[config.mk]
export PLATFORM = sky130hd
export DESIGN_NAME = pcpu_run_controller
export DESIGN_NICKNAME = d
export VERILOG_FILES = /design/src/rtl/pcpu_ctrl_pkg.sv /design/src/rtl/pcpu_run_controller_btn_debounce.sv /design/src/rtl/pcpu_run_controller.sv
export SDC_FILE = /design/constraint.sdc
export NUM_CORES = 1
export LEC_CHECK = 0
export BUFFER_PORTS_ARGS = -buffer_cell sky130_fd_sc_hd__buf_4
export CAP_MARGIN = 40
export CORE_AREA = 5 5 71 73
export DETAILED_ROUTE_END_ITERATION = 12
export DIE_AREA = 0 0 76 78
export GPL_TIMING_DRIVEN = 0
export PLACE_DENSITY_LB_ADDON = 0.08
export RECOVER_POWER = 50
export SETUP_SLACK_MARGIN = 0.4
export SYNTH_ARGS = -nofsm -noshare
export SYNTH_HDL_FRONTEND = slang
export SYNTH_SLANG_ARGS = --single-unit
[constraint.sdc]
create_clock -name myclk -period 3 [get_ports myclk]
set_input_delay 0.3 -clock myclk [delete_from_list [all_inputs] [get_ports myclk]]
set_output_delay 0.3 -clock myclk [all_outputs]
set_load 0.005 [all_outputs]
[src/rtl/pcpu_ctrl_pkg.sv]
// Shared constants for the pipelined-CPU run controller: state encodings and default widths.
package pcpu_ctrl_pkg;

   localparam logic [1:0] ST_STOP = 2'b00;
   localparam logic [1:0] ST_STEP = 2'b01;
   localparam logic [1:0] ST_RUN  = 2'b10;
   localparam logic [1:0] ST_HALT = 2'b11;

   localparam int DEF_DB_CYCLES = 16;
   localparam int DEF_PC_W      = 8;
   localparam int DEF_STEP_W    = 8;

endpackage

[src/rtl/pcpu_run_controller_btn_debounce.sv]
// Button conditioner: 2-FF synchronizer, stable-level debounce counter and rising-edge press pulse.
module btn_debounce #(
   parameter int DB_CYCLES = 16
) (
   input  logic i_clk,
   input  logic i_rst_n,
   input  logic i_btn,
   output logic o_press
);

   localparam int CNT_W = $clog2(DB_CYCLES + 1);

   logic             r_sync0;
   logic             r_sync1;
   logic             r_level;
   logic             r_level_d;
   logic [CNT_W-1:0] r_cnt;

   // The accepted level only flips after DB_CYCLES consecutive synchronized samples disagree with it.
   always_ff @(posedge i_clk or negedge i_rst_n) begin
      if (!i_rst_n) begin
         r_sync0   <= 1'b0;
         r_sync1   <= 1'b0;
         r_level   <= 1'b0;
         r_level_d <= 1'b0;
         r_cnt     <= '0;
      end else begin
         r_sync0   <= i_btn;
         r_sync1   <= r_sync0;
         r_level_d <= r_level;
         if (r_sync1 != r_level) begin
            if (r_cnt == CNT_W'(DB_CYCLES - 1)) begin
               r_level <= r_sync1;
               r_cnt   <= '0;
            end else begin
               r_cnt <= r_cnt + 1'b1;
            end
         end else begin
            r_cnt <= '0;
         end
      end
   end

   assign o_press = r_level & ~r_level_d;

endmodule

[src/rtl/pcpu_run_controller.sv]
// Run/step/breakpoint sequencer for the 5-stage CPU; the only source of the CPU-wide clock enable.
module pcpu_run_controller
   import pcpu_ctrl_pkg::*;
#(
   parameter int DB_CYCLES = DEF_DB_CYCLES,
   parameter int PC_W      = DEF_PC_W,
   parameter int STEP_W    = DEF_STEP_W
) (
   input  logic              myclk,
   input  logic              reset,
   input  logic              btn_step,
   input  logic              btn_run,
   input  logic [STEP_W-1:0] step_count,
   input  logic              bp_en,
   input  logic [PC_W-1:0]   bp_addr,
   input  logic [PC_W-1:0]   pc,
   input  logic              cpu_halted,
   output logic              cpu_en,
   output logic              bp_hit,
   output logic [1:0]        state_o,
   output logic              busy
);

   logic              w_step_press;
   logic              w_run_press;
   logic              w_active;
   logic              w_bp_match;
   logic [1:0]        w_state_nxt;
   logic [STEP_W-1:0] w_cnt_nxt;
   logic              w_skip_nxt;

   logic [1:0]        r_state;
   logic [STEP_W-1:0] r_cnt;
   logic              r_skip;

   btn_debounce #(.DB_CYCLES(DB_CYCLES)) u_db_step (
      .i_clk   (myclk),
      .i_rst_n (reset),
      .i_btn   (btn_step),
      .o_press (w_step_press)
   );

   btn_debounce #(.DB_CYCLES(DB_CYCLES)) u_db_run (
      .i_clk   (myclk),
      .i_rst_n (reset),
      .i_btn   (btn_run),
      .o_press (w_run_press)
   );

   // The skip flag masks the breakpoint for the first enabled cycle so a resume executes past it.
   always_comb begin
      w_active   = (r_state == ST_STEP) || (r_state == ST_RUN);
      w_bp_match = bp_en && (pc == bp_addr) && !r_skip;
      cpu_en     = w_active && !w_bp_match && !cpu_halted;
      bp_hit     = w_active && w_bp_match && !cpu_halted;
      state_o    = r_state;
      busy       = w_active;
   end

   always_comb begin
      w_state_nxt = r_state;
      w_cnt_nxt   = r_cnt;
      w_skip_nxt  = cpu_en ? 1'b0 : r_skip;
      case (r_state)
         ST_STOP: begin
            if (cpu_halted) begin
               w_state_nxt = ST_HALT;
            end else if (w_run_press) begin
               w_state_nxt = ST_RUN;
               w_skip_nxt  = 1'b1;
            end else if (w_step_press) begin
               w_state_nxt = ST_STEP;
               w_cnt_nxt   = (step_count == '0) ? STEP_W'(1) : step_count;
               w_skip_nxt  = 1'b1;
            end
         end
         ST_STEP: begin
            if (cpu_halted) begin
               w_state_nxt = ST_HALT;
            end else if (w_bp_match || w_run_press) begin
               w_state_nxt = ST_STOP;
               w_cnt_nxt   = '0;
            end else if (r_cnt == STEP_W'(1)) begin
               w_state_nxt = ST_STOP;
               w_cnt_nxt   = '0;
            end else begin
               w_cnt_nxt = r_cnt - 1'b1;
            end
         end
         ST_RUN: begin
            if (cpu_halted) begin
               w_state_nxt = ST_HALT;
            end else if (w_bp_match || w_run_press) begin
               w_state_nxt = ST_STOP;
            end
         end
         ST_HALT: w_state_nxt = ST_HALT;
         default: w_state_nxt = ST_STOP;
      endcase
   end

   always_ff @(posedge myclk or negedge reset) begin
      if (!reset) begin
         r_state <= ST_STOP;
         r_cnt   <= '0;
         r_skip  <= 1'b0;
      end else begin
         r_state <= w_state_nxt;
         r_cnt   <= w_cnt_nxt;
         r_skip  <= w_skip_nxt;
      end
   end

endmodule

==> results of run 1 <==
-- critical path, cell delays in order, from the launching register on --
cell,delay (ps)
dfrtp_1,410
inv_1,100
ha_1,150
buf_2,210
inv_1,100
a31oi_1,320
buf_6,200
o21a_1,140
a21boi_1,70
o21bai_1,160
-- what timing repair did --
action,CTS,global route
buffers inserted,0,0
endpoints found under the hold margin,29,0
hold buffers,1,0
-- flip-flops by register name (all words and copies together), names as in the netlist --
name                 count
u_db_step.r_level_d      1
r_cnt                    8
u_db_run.r_level         1
u_db_step.r_sync0        1
u_db_step.r_level        1
u_db_step.r_sync1        1
u_db_run.r_sync0         1
u_db_run.r_level_d       1
u_db_run.r_sync1         1
u_db_step.r_cnt          5
state_o                  2
u_db_run.r_cnt           5
r_skip                   1
-- power by group through the flow --
stage          sequential [mW]  clock (mW)  combinational [mW]
2_1_floorplan            0.533           0               0.446
3_3_place_gp             0.544           0               0.626
3_5_place_dp             0.549           0               0.644
4_1_cts                  0.542       0.419               0.651
5_1_grt                  0.552       0.440               0.722
6_report                 0.542       0.405               0.641
-- placed cells by master, fill, tap and decap left out, drive strengths merged, types with 2 or more instances in the layout --
cell type / instances
a21oi: 9
ha: 8
nor4: 3
nor2: 18
inv: 8
nor3: 3
a221o: 2
clkbuf: 9
o22ai: 2
or3: 2
o21bai: 3
nor2b: 3
and2: 4
a21boi: 4
o21ai: 4
nand4: 2
nand2: 5
nand3: 8
and3: 2
nand2b: 4
a31oi: 5
a32o: 2
mux2: 2
dfrtp: 29
buf: 35
xor2: 14
-- path summary, 6_finish.rpt --
path	to	slack, ps	cells past startpoint
worst min register to register	u_db_run.r_sync1$_DFF_PN0_	350	0
min in group asynchronous	r_cnt[2]$_DFFE_PN0P_	930	2
worst min-delay path	u_db_run.r_sync0$_DFF_PN0_	150	1
worst max register to register	state_o[0]$_DFFE_PN0P_	1020	9
worst max-delay path	state_o[0]$_DFFE_PN0P_	1020	9
max in group asynchronous	u_db_step.r_level_d$_DFF_PN0_	1160	2
-- routing by layer --
metal	share of wire	up-vias	wire length [um]	GRT usage
met2	0.50	44	1860	0.231
met3	0.064	8	234	0.0463
met5	0	-	0	0
li1	-	689	-	-
met4	0.015	0	55	0.0534
met1	0.42	658	1530	0.146
-- metrics by stage --
step | setup WS [ps] | cells | utilization | power (mW)
2_1_floorplan | 1270 | 168 | - | 0.979
3_3_place_gp | 1020 | 254 | 0.460 | 1.17
3_5_place_dp | 1010 | 254 | 0.460 | 1.19
4_1_cts | 988 | 263 | 0.490 | 1.61
5_1_grt | 753 | 263 | 0.489 | 1.71
6_report | 1020 | 263 | 0.489 | 1.59
-- cell families (layout without fill, tap and decap cells) --
kind of cell	after synthesis	after routing	share of synthesized area
xor+xnor	14	14	0.0740
flops	29	29	0.438
fa+ha+maj	8	8	0.0604
simple gates	60	60	0.202
compound gates	42	42	0.176
mux	2	2	0.0136
buf+inv	13	56	0.0362
-- final cells by class --
type | instances | area (um^2) | share of cell area
clock buffers | 5 | 68.8 | 0.0328
well taps | 52 | 65.1 | 0.0310
flip-flops and latches | 29 | 726 | 0.346
repair buffers | 35 | 262 | 0.125
clock inverters | 3 | 46.3 | 0.0221
plain buffers | 5 | 30.0 | 0.0143
multi-input cells | 126 | 871 | 0.415
inverters | 8 | 30.0 | 0.0143
==> results.ini, run 1 <==
[placement]
place_area_mm2 = 0.00198
gp_congestion = 0.817
port_buffers = 34
dpl.hpwl_um = 2840

[floorplan]
dieWidth_um = 76
die_h_um = 78
ioPinCount = 35
core-area_mm2 = 0.00429
start_util = 0.386
die-area_mm2 = 0.00593
row_count = 24

[synthesis]
yosysMostFrequentCell = dfrtp_1
ys_seq_area_frac = 0.438
synthCells = 168
synth_top_area_frac = 0.438
yosysWarningCount = 0
ys_ff_latch = 29
synth_largest_area_cell = dfrtp_1
synthTopCellsByArea = dfrtp_1 (44%), xor2_1 (7.4%), ha_1 (6.0%)
synth_edf_count = 0
synth_area_mm2 = 0.00166
yosysUniqueCellTypes = 47
ys_top_cells_by_count = dfrtp_1 (29), nor2_1 (18), xor2_1 (14), a21oi_1 (9)
synth_fp_nets = 206
async_flop_share = 1.00
avgSynthCellArea_um2 = 9.86
synth-main-ff-cell = dfrtp_1

[routing]
drcViolationCount = 0
drt-wirelength-per-cell_um = 14.0
wl_um = 3680
first_iter_violations = 71
drtPass1Iterations = 4
via_per_inst = 5.32
ant_nets = 0
vias = 1399

[critical_path]
cp-end-kind = flop
critPathKind = reg -> reg
worstSetupStartpoint = state_o[1]$_DFFE_PN0P_
cp.required_ps = 3160
cp_max_fo = 10
arrival_ps = 2140
r2r-start = state_o[1]$_DFFE_PN0P_
worst_setup_path_start_kind = flop

[layout]
n_antenna_cell = 0
drive_gt1_frac = 0.232
final_nets = 248
postLayoutCellArea_mm2 = 0.00210
fill_cells = 431
area_growth_pct = 26.7

[timing]
rsz0062_at_grt = false
fmax_mhz = 505
finClkSkew_ps = 4.21
finalHoldViolCount = 0
period_minus_slack_ps = 1980
fin_hold_ws_ps = 149
slew_violations = 30
slew_headroom = -0.0333
period_share = 0.660
tightest_slew_ps = 1550
fin_tns_setup_ps = 0
setup_viol = 0

[clocking]
cts_resized = 0
clkLatencyLatePin_ps = 280
clk_pin_slew_ps = 70
cts_made_buffers = 5
cts_max_level = 2
cts.sinks = 29
clock_path_buffers = 2
cts-root-buf = clkbuf_8
cts_tree = done

[pwr]
leakagePower_nw = 0.981
ir_worst_vdd_mv = 0.387
p_per_area_mw_per_mm2 = 757
netSwitchingFraction = 0.353
seqPwrFrac = 0.341
combPwrFrac = 0.404
pwr-share-clk = 0.255
p_switching_mw = 0.561
p_int_mw = 1.03

[global_routing]
grt_usage = 0.132
grt_max_degree = 30
grt_pass1_vias = 1437
overflow = 0
antenna_found_initial = 0
grt_pass1_wl_um = 6480

[run_status]
outcome = finished with violations
violations = capacitance limit, slew limit

[min_path]
min_from = btn_run
hold_path.class = in -> reg

[run]
cap_violations = 1

Note: power is estimated with default switching activity, not from simulation.
==> run 2, diff against run 1 <==
==> constraint.sdc (replaced) <==
create_clock -name myclk -period 1.7 [get_ports myclk]
set_input_delay 0.17 -clock myclk [delete_from_list [all_inputs] [get_ports myclk]]
set_output_delay 0.17 -clock myclk [all_outputs]
set_load 0.005 [all_outputs]
==> run 2 against run 1 <==
Against the previous run:
- the flow finishes with violations (setup timing)
- sequential share of layout area fell by 5.2 points
- total power rose by 120%
- combinational power rose to 2.8 times the previous value
- final area rose by 18%
- non-clock buffer count rose by 21
- clock power rose by 81%
- critical path depth fell by 4
- register-to-register slack got worse by 1100 ps
==> results.ini, run 2 (same netlist as run 1, synthesis figures left out) <==
[clocking]
cts.sinks = 29  ; unchanged
cts_made_buffers = 5  ; unchanged
cts_tree = done
clock_path_buffers = 2  ; unchanged
clk_pin_slew_ps = 60  ; about the same
clkLatencyLatePin_ps = 280  ; about the same
cts_max_level = 2  ; unchanged
cts-root-buf = clkbuf_8

[layout]
fill_cells = 382  ; -11%
area_growth_pct = 49.7
n_antenna_cell = 0  ; unchanged
final_nets = 269  ; +8.5%
postLayoutCellArea_mm2 = 0.00248  ; +18%
mostFrequentLayoutCell = buf_4
largestRegisters = r_cnt x8, u_db_run.r_cnt x5, u_db_step.r_cnt x5
largest_register_ffs = 8  ; unchanged
top_register = r_cnt
layout.cells.non_filler = 284  ; +8.0%
seqCellArea_um2 = 728  ; +0.34%
drive_gt1_frac = 0.405  ; +0.173
final_cell_mix = buf_4 (45), dfrtp_1 (27), nor2_1 (17)
multiInputGateArea_mm2 = 0.00104  ; +19%

[pwr]
p_per_area_mw_per_mm2 = 1420  ; +87%
ir_worst_vdd_mv = 0.770  ; +99%
leakagePower_nw = 1.11  ; +13%

[routing]
drt-wirelength-per-cell_um = 14.5  ; +3.5%
drtPass1Iterations = 4  ; unchanged
wl_um = 4120  ; +12%
via_per_inst = 5.25  ; -1.2%
drcViolationCount = 0  ; unchanged
vias = 1492  ; +6.6%
ant_nets = 0  ; unchanged
first_iter_violations = 79  ; +11%

[critical_path]
worst-path-buf-inv = 1  ; -3
r2r-start = r_cnt[3]$_DFFE_PN0P_
cp.required_ps = 1860  ; -1300 ps
max_stage_delay_ps = 420  ; about the same
worstPathCellList = nor4_4 -> a31oi_4 -> buf_6 -> a32o_1 -> a221o_1
worst_setup_path_start_kind = flop
critPathKind = reg -> reg
crit_path_top_delay_cell = dfrtp_2
critical-path-top-delay-family = compound AO/OA/AOI/OAI gates
cp-end-kind = flop
arrival_ps = 1890  ; -250 ps
r2r_slack_ps = -30  ; -1050 ps
r2r_cells = 5  ; -4
r2r-end = r_cnt[3]$_DFFE_PN0P_
cp_max_fo = 6  ; -4

[global_routing]
antenna_found_initial = 0  ; unchanged
grt_pass1_wl_um = 6970  ; +7.6%
overflow = 0  ; unchanged
grt_usage = 0.145  ; +0.0124
grt_max_degree = 30  ; unchanged
grt_pass1_vias = 1581  ; +10%

[timing]
tightest_slew_ps = 704  ; -846 ps
post-route-worst-setup-slack_ps = -34.6  ; -1050 ps
period_share = 1.02  ; +0.360
finalHoldViolCount = 0  ; unchanged
slew_headroom = 0.531  ; +0.564
fmax_mhz = 577  ; +14%
finClkSkew_ps = 5.84  ; +1.64 ps
period_minus_slack_ps = 1730  ; -245 ps
slew_violations = 0  ; -100%
rsz0062_at_grt = true
setup_viol = 2  ; +2

[min_path]
min_from = step_count[5]
holdPathEnd = r_cnt[5]$_DFFE_PN0P_
hold_path.class = in -> reg
hold_path_depth = 2  ; +1

[placement]
dpl.hpwl_um = 2910  ; +2.3%
port_buffers = 34  ; unchanged
place_area_mm2 = 0.00207  ; +4.5%
placedCellCount = 254  ; unchanged
pre_cts_slack_ps = -115  ; -1130 ps
gp_congestion = 0.781  ; -4.4%

[floorplan]
ioPinCount = 35  ; unchanged
core-area_mm2 = 0.00429  ; unchanged
dieWidth_um = 76  ; unchanged
die-area_mm2 = 0.00593  ; unchanged
start_util = 0.386  ; unchanged
row_count = 24  ; unchanged
die_h_um = 78  ; unchanged

[run]
cap_violations = 0  ; -1

[run_status]
violations = setup timing
outcome = finished with violations

==> run 2: cell types whose count changed in the layout (fill, tap and decap cells not counted), sizes merged <==
cell,previous run,this run
dlygate4sd3,1,3
clkinv,1,0
buf,35,54
clkbuf,9,10
==> run 2: timing repair <==
action | 4_1_cts | 5_1_grt
pin swaps | 10 | 3
resized for setup | 15 | 9
setup endpoints to repair | 13 | 16
hold buffers | 3 | 0
hold endpoints to repair | 31 | 0
setup buffers | 15 | 4
==> run 2: per-stage QoR <==
stage	power (mW)	utilization	hold WS [ps]	TNS, ps
detailed placement	2.29	0.481	117	-720
global placement	2.26	0.481	108	-370
CTS	3.44	0.564	124	-36.9
global route	3.77	0.578	143	-247
finish	3.51	0.578	137	-53.1
floorplan	1.91	-	-126	0
==> run 2: worst max-delay path by stage <==
stage,start,end,slack [ps],depth (start not counted)
floorplan,r_cnt[3]$_DFFE_PN0P_,r_cnt[3]$_DFFE_PN0P_,90,5
global placement,bp_addr[5],r_cnt[0]$_DFFE_PN0P_,-90,7
detailed placement,bp_addr[5],r_cnt[0]$_DFFE_PN0P_,-110,7
CTS,r_cnt[3]$_DFFE_PN0P_,r_cnt[3]$_DFFE_PN0P_,-30,5
global route,r_cnt[3]$_DFFE_PN0P_,r_cnt[3]$_DFFE_PN0P_,-60,5
finish,r_cnt[3]$_DFFE_PN0P_,r_cnt[3]$_DFFE_PN0P_,-30,5
==> run 2: final cells by class <==
class,count,area share
buffer,5,0.0172
clock buffer,6,0.0333
clock inverter,2,0.0151
inverter,8,0.0131
multi-input combinational,126,0.419
sequential,29,0.294
tap,52,0.0262
timing repair buffer,56,0.183
==> run 2: report_power, final <==
group	leakage (nW)	total (mW)	switching, mW	internal, mW
sequential	0.362	0.987	0.155	0.831
combinational	0.694	1.79	0.799	0.993
clock	0.0574	0.734	0.258	0.476
total	1.11	3.51	1.21	2.30
==> run 2: worst reg2reg max path, cell delays in order, from the launching register on <==
cell and delay (ps):
dfrtp_2 420, nor4_4 390, a31oi_4 160, buf_6 170
a32o_1 220, a221o_1 260
==> run 2: routing by layer <==
metal	routed length, um	part of all wire	up-vias	track usage
li1	-	-	730	-
met1	1750	0.42	742	0.162
met4	34	0.0083	0	0.0552
met3	117	0.028	4	0.0405
met5	0	0	-	0
met2	2220	0.54	16	0.259
==> run 3, diff against run 2 <==
--- a/config.mk
+++ b/config.mk
@@ -5,15 +5,17 @@
 export SDC_FILE = /design/constraint.sdc
 export NUM_CORES = 1
 export LEC_CHECK = 0
+export ABC_AREA = 1
 export BUFFER_PORTS_ARGS = -buffer_cell sky130_fd_sc_hd__buf_4
 export CAP_MARGIN = 40
-export CORE_AREA = 5 5 71 73
+export CORE_AREA = 5 5 73 75
 export DETAILED_ROUTE_END_ITERATION = 12
-export DIE_AREA = 0 0 76 78
+export DIE_AREA = 0 0 78 80
 export GPL_TIMING_DRIVEN = 0
 export PLACE_DENSITY_LB_ADDON = 0.08
 export RECOVER_POWER = 50
 export SETUP_SLACK_MARGIN = 0.4
+export SKIP_CTS_REPAIR_TIMING = 1
 export SYNTH_ARGS = -nofsm -noshare
 export SYNTH_HDL_FRONTEND = slang
 export SYNTH_SLANG_ARGS = --single-unit
==> run 3 against run 2 <==
Against the previous run:
- register-to-register slack improved by 190 ps
- synthesized cell count increased by 34%
- critical endpoint is now bp_hit
- flip-flop and latch count unchanged
- largest cell class unchanged
- combinational power decreased by 3%
- the run now ends clean
- sequential power decreased by 2.2%
==> results.ini, run 3 <==
[floorplan]
die_h_um = 80  ; +2.6%
start_util = 0.388  ; +0.00197
core-area_mm2 = 0.00460  ; +7.1%
dieWidth_um = 78  ; +2.6%
ioPinCount = 35  ; unchanged
die-area_mm2 = 0.00624  ; +5.3%
row_count = 25  ; +4.2%

[placement]
placedCellCount = 313  ; +23%
dpl.hpwl_um = 2760  ; -5.0%
port_buffers = 34  ; unchanged
gp_congestion = 0.793  ; +1.6%

[routing]
drtPass1Iterations = 4  ; unchanged
drt-wirelength-per-cell_um = 11.3  ; -22%
vias = 1572  ; +5.4%
drcViolationCount = 0  ; unchanged
wl_um = 3780  ; -8.1%
ant_nets = 0  ; unchanged
first_iter_violations = 84  ; +6.3%
via_per_inst = 4.69  ; -11%

[pwr]
p_per_area_mw_per_mm2 = 1390  ; -1.7%
ir_worst_vdd_mv = 0.571  ; -26%
seqPwrFrac = 0.280  ; about the same
combPwrFrac = 0.505  ; -0.005
pwr-share-clk = 0.215  ; +0.006
leakagePower_nw = 1.21  ; +8.5%
netSwitchingFraction = 0.364  ; +0.0181
p_int_mw = 2.19  ; -4.6%
p_switching_mw = 1.25  ; +3.3%

[layout]
layout.cells.non_filler = 335  ; +18%
final_nets = 318  ; +18%
final_cell_mix = buf_4 (39), nand2_1 (38), dfrtp_1 (27)
largest_register_ffs = 8  ; unchanged
largestRegisters = r_cnt x8, u_db_run.r_cnt x5, u_db_step.r_cnt x5
n_antenna_cell = 0  ; unchanged
area_growth_pct = 38.9
utilization = 0.539  ; -0.0387
top_register = r_cnt
mostFrequentLayoutCell = buf_4
drive_gt1_frac = 0.391  ; -0.0137

[timing]
slew_violations = 0  ; unchanged
setup_viol = 0  ; -2
finClkSkew_ps = 7.84  ; +2.00 ps
finalHoldViolCount = 0  ; unchanged
tightest_slew_ps = 731  ; +26.4 ps
period_minus_slack_ps = 1590  ; -147 ps
slew_headroom = 0.513  ; -0.0176
period_share = 0.934  ; -0.0867
rsz0062_at_grt = true
fmax_mhz = 630  ; +9.3%

[clocking]
clk_pin_slew_ps = 70  ; about the same
cts-root-buf = clkbuf_8
cts_made_buffers = 5  ; unchanged
cts_tree = done
clock_path_buffers = 2  ; unchanged
cts.sinks = 29  ; unchanged
clkLatencyLatePin_ps = 280  ; about the same
cts_max_level = 2  ; unchanged

[critical_path]
worst_setup_path_start_kind = flop
cp_max_fo = 2  ; -4
critPathKind = reg -> out
arrival_ps = 1420  ; -470 ps
cp.required_ps = 1530  ; -330 ps
cp-end-kind = primary output

[min_path]
hold_path.class = in -> reg

[synthesis]
yosysUniqueCellTypes = 32  ; -32%
synth_top_area_frac = 0.407  ; -0.0310
yosysMostFrequentCell = nand2_1
synth_fp_nets = 263  ; +28%
ys_top_cells_by_count = nand2_1 (46), dfrtp_1 (29), inv_1 (29), nor2_1 (29), a21oi_1 (13)
async_flop_share = 1.00  ; unchanged
ys_ff_latch = 29  ; unchanged
synth-main-ff-cell = dfrtp_1
ys_seq_area_frac = 0.407  ; -0.0310
yosysWarningCount = 0  ; unchanged
synthCells = 225  ; +34%
avgSynthCellArea_um2 = 7.92  ; -20%
synth_area_mm2 = 0.00178  ; +7.6%
synthTopCellsByArea = dfrtp_1 (41%), nand2_1 (9.7%), inv_1 (6.1%)
synth_largest_area_cell = dfrtp_1
synth_edf_count = 0  ; unchanged

[global_routing]
grt_usage = 0.126  ; -0.0186
antenna_found_initial = 0  ; unchanged
overflow = 0  ; unchanged
grt_pass1_vias = 1437  ; -9.1%
grt_pass1_wl_um = 6310  ; -9.5%
grt_max_degree = 30  ; unchanged

[run]
cap_violations = 0  ; unchanged

[run_status]
outcome = complete, no violations

run 3: critical path: stages, from the launching register on:
cell,delay (ps)
dfrtp_1,370
inv_2,60
nand2_2,40
nor2_2,70
nand2_1,60
nor2_2,130
nand3_2,110
buf_6,140
nor2_4,70
buf_6,100
run 3: final timing paths:
| path | startpoint | to | slack (ps) | depth (start not counted) |
|---|---|---|---|---|
| max in group asynchronous | reset | state_o[1]$_DFFE_PN0P_ | 710 | 2 |
| worst min register to register | u_db_run.r_sync0$_DFF_PN0_ | u_db_run.r_sync1$_DFF_PN0_ | 350 | 0 |
| worst max register to register | state_o[0]$_DFFE_PN0P_ | r_cnt[0]$_DFFE_PN0P_ | 160 | 8 |
| worst min-delay path | step_count[1] | r_cnt[1]$_DFFE_PN0P_ | 170 | 3 |
| min in group asynchronous | reset | r_cnt[5]$_DFFE_PN0P_ | 480 | 2 |
| worst max-delay path | r_skip$_DFF_PN0_ | bp_hit | 110 | 9 |
run 3: cell families (layout without fill, tap and decap cells):
family                   Yosys count  in the layout  synth area share
XOR/XNOR                           8              8            0.0393
adder cells (fa/ha/maj)            8              8            0.0561
flip-flops                        29             29             0.407
multiplexers                       1              1           0.00632
buffers and inverters             39             95            0.0919
AO/OA/AOI/OAI                     32             32             0.121
AND/OR/NAND/NOR                  108            108             0.279
run 3: stage by stage:
stage	instance area [um^2]	setup TNS (ps)	setup slack [ps]	hold WS [ps]	total power [mW]
3_5_place_dp	2130	0	137	120	2.30
2_1_floorplan	1810	0	312	-126	1.92
3_3_place_gp	2130	0	141	122	2.29
5_1_grt	2480	-22.9	-22.9	183	3.73
4_1_cts	2250	-54.0	-53.8	-188	3.06
6_report	2480	0	113	169	3.45
run 3: per-layer routing:
metal  part of all wire  GRT usage
met5                  0          0
met4              0.018     0.0608
met3              0.064     0.0395
met2               0.47      0.195
met1               0.45      0.159
run 3: power groups by stage:
stage	sequential (mW)	combinational (mW)	clock, mW
6_report	0.965	1.74	0.741
2_1_floorplan	0.956	0.965	0
3_3_place_gp	0.984	1.31	0
4_1_cts	0.972	1.32	0.768
3_5_place_dp	0.983	1.31	0
5_1_grt	0.980	1.95	0.797
run 3: cell type report:
cell class                      count  area (um^2)
Fill cell                         439         2120
Multi-Input combinational cell    157         1010
Sequential cell                    29          728
Timing Repair Buffer               48          380
Inverter                           35          139
Clock buffer                        7         86.3
Tap cell                           54         67.6
Buffer                              4         35.0
Clock inverter                      1         30.0
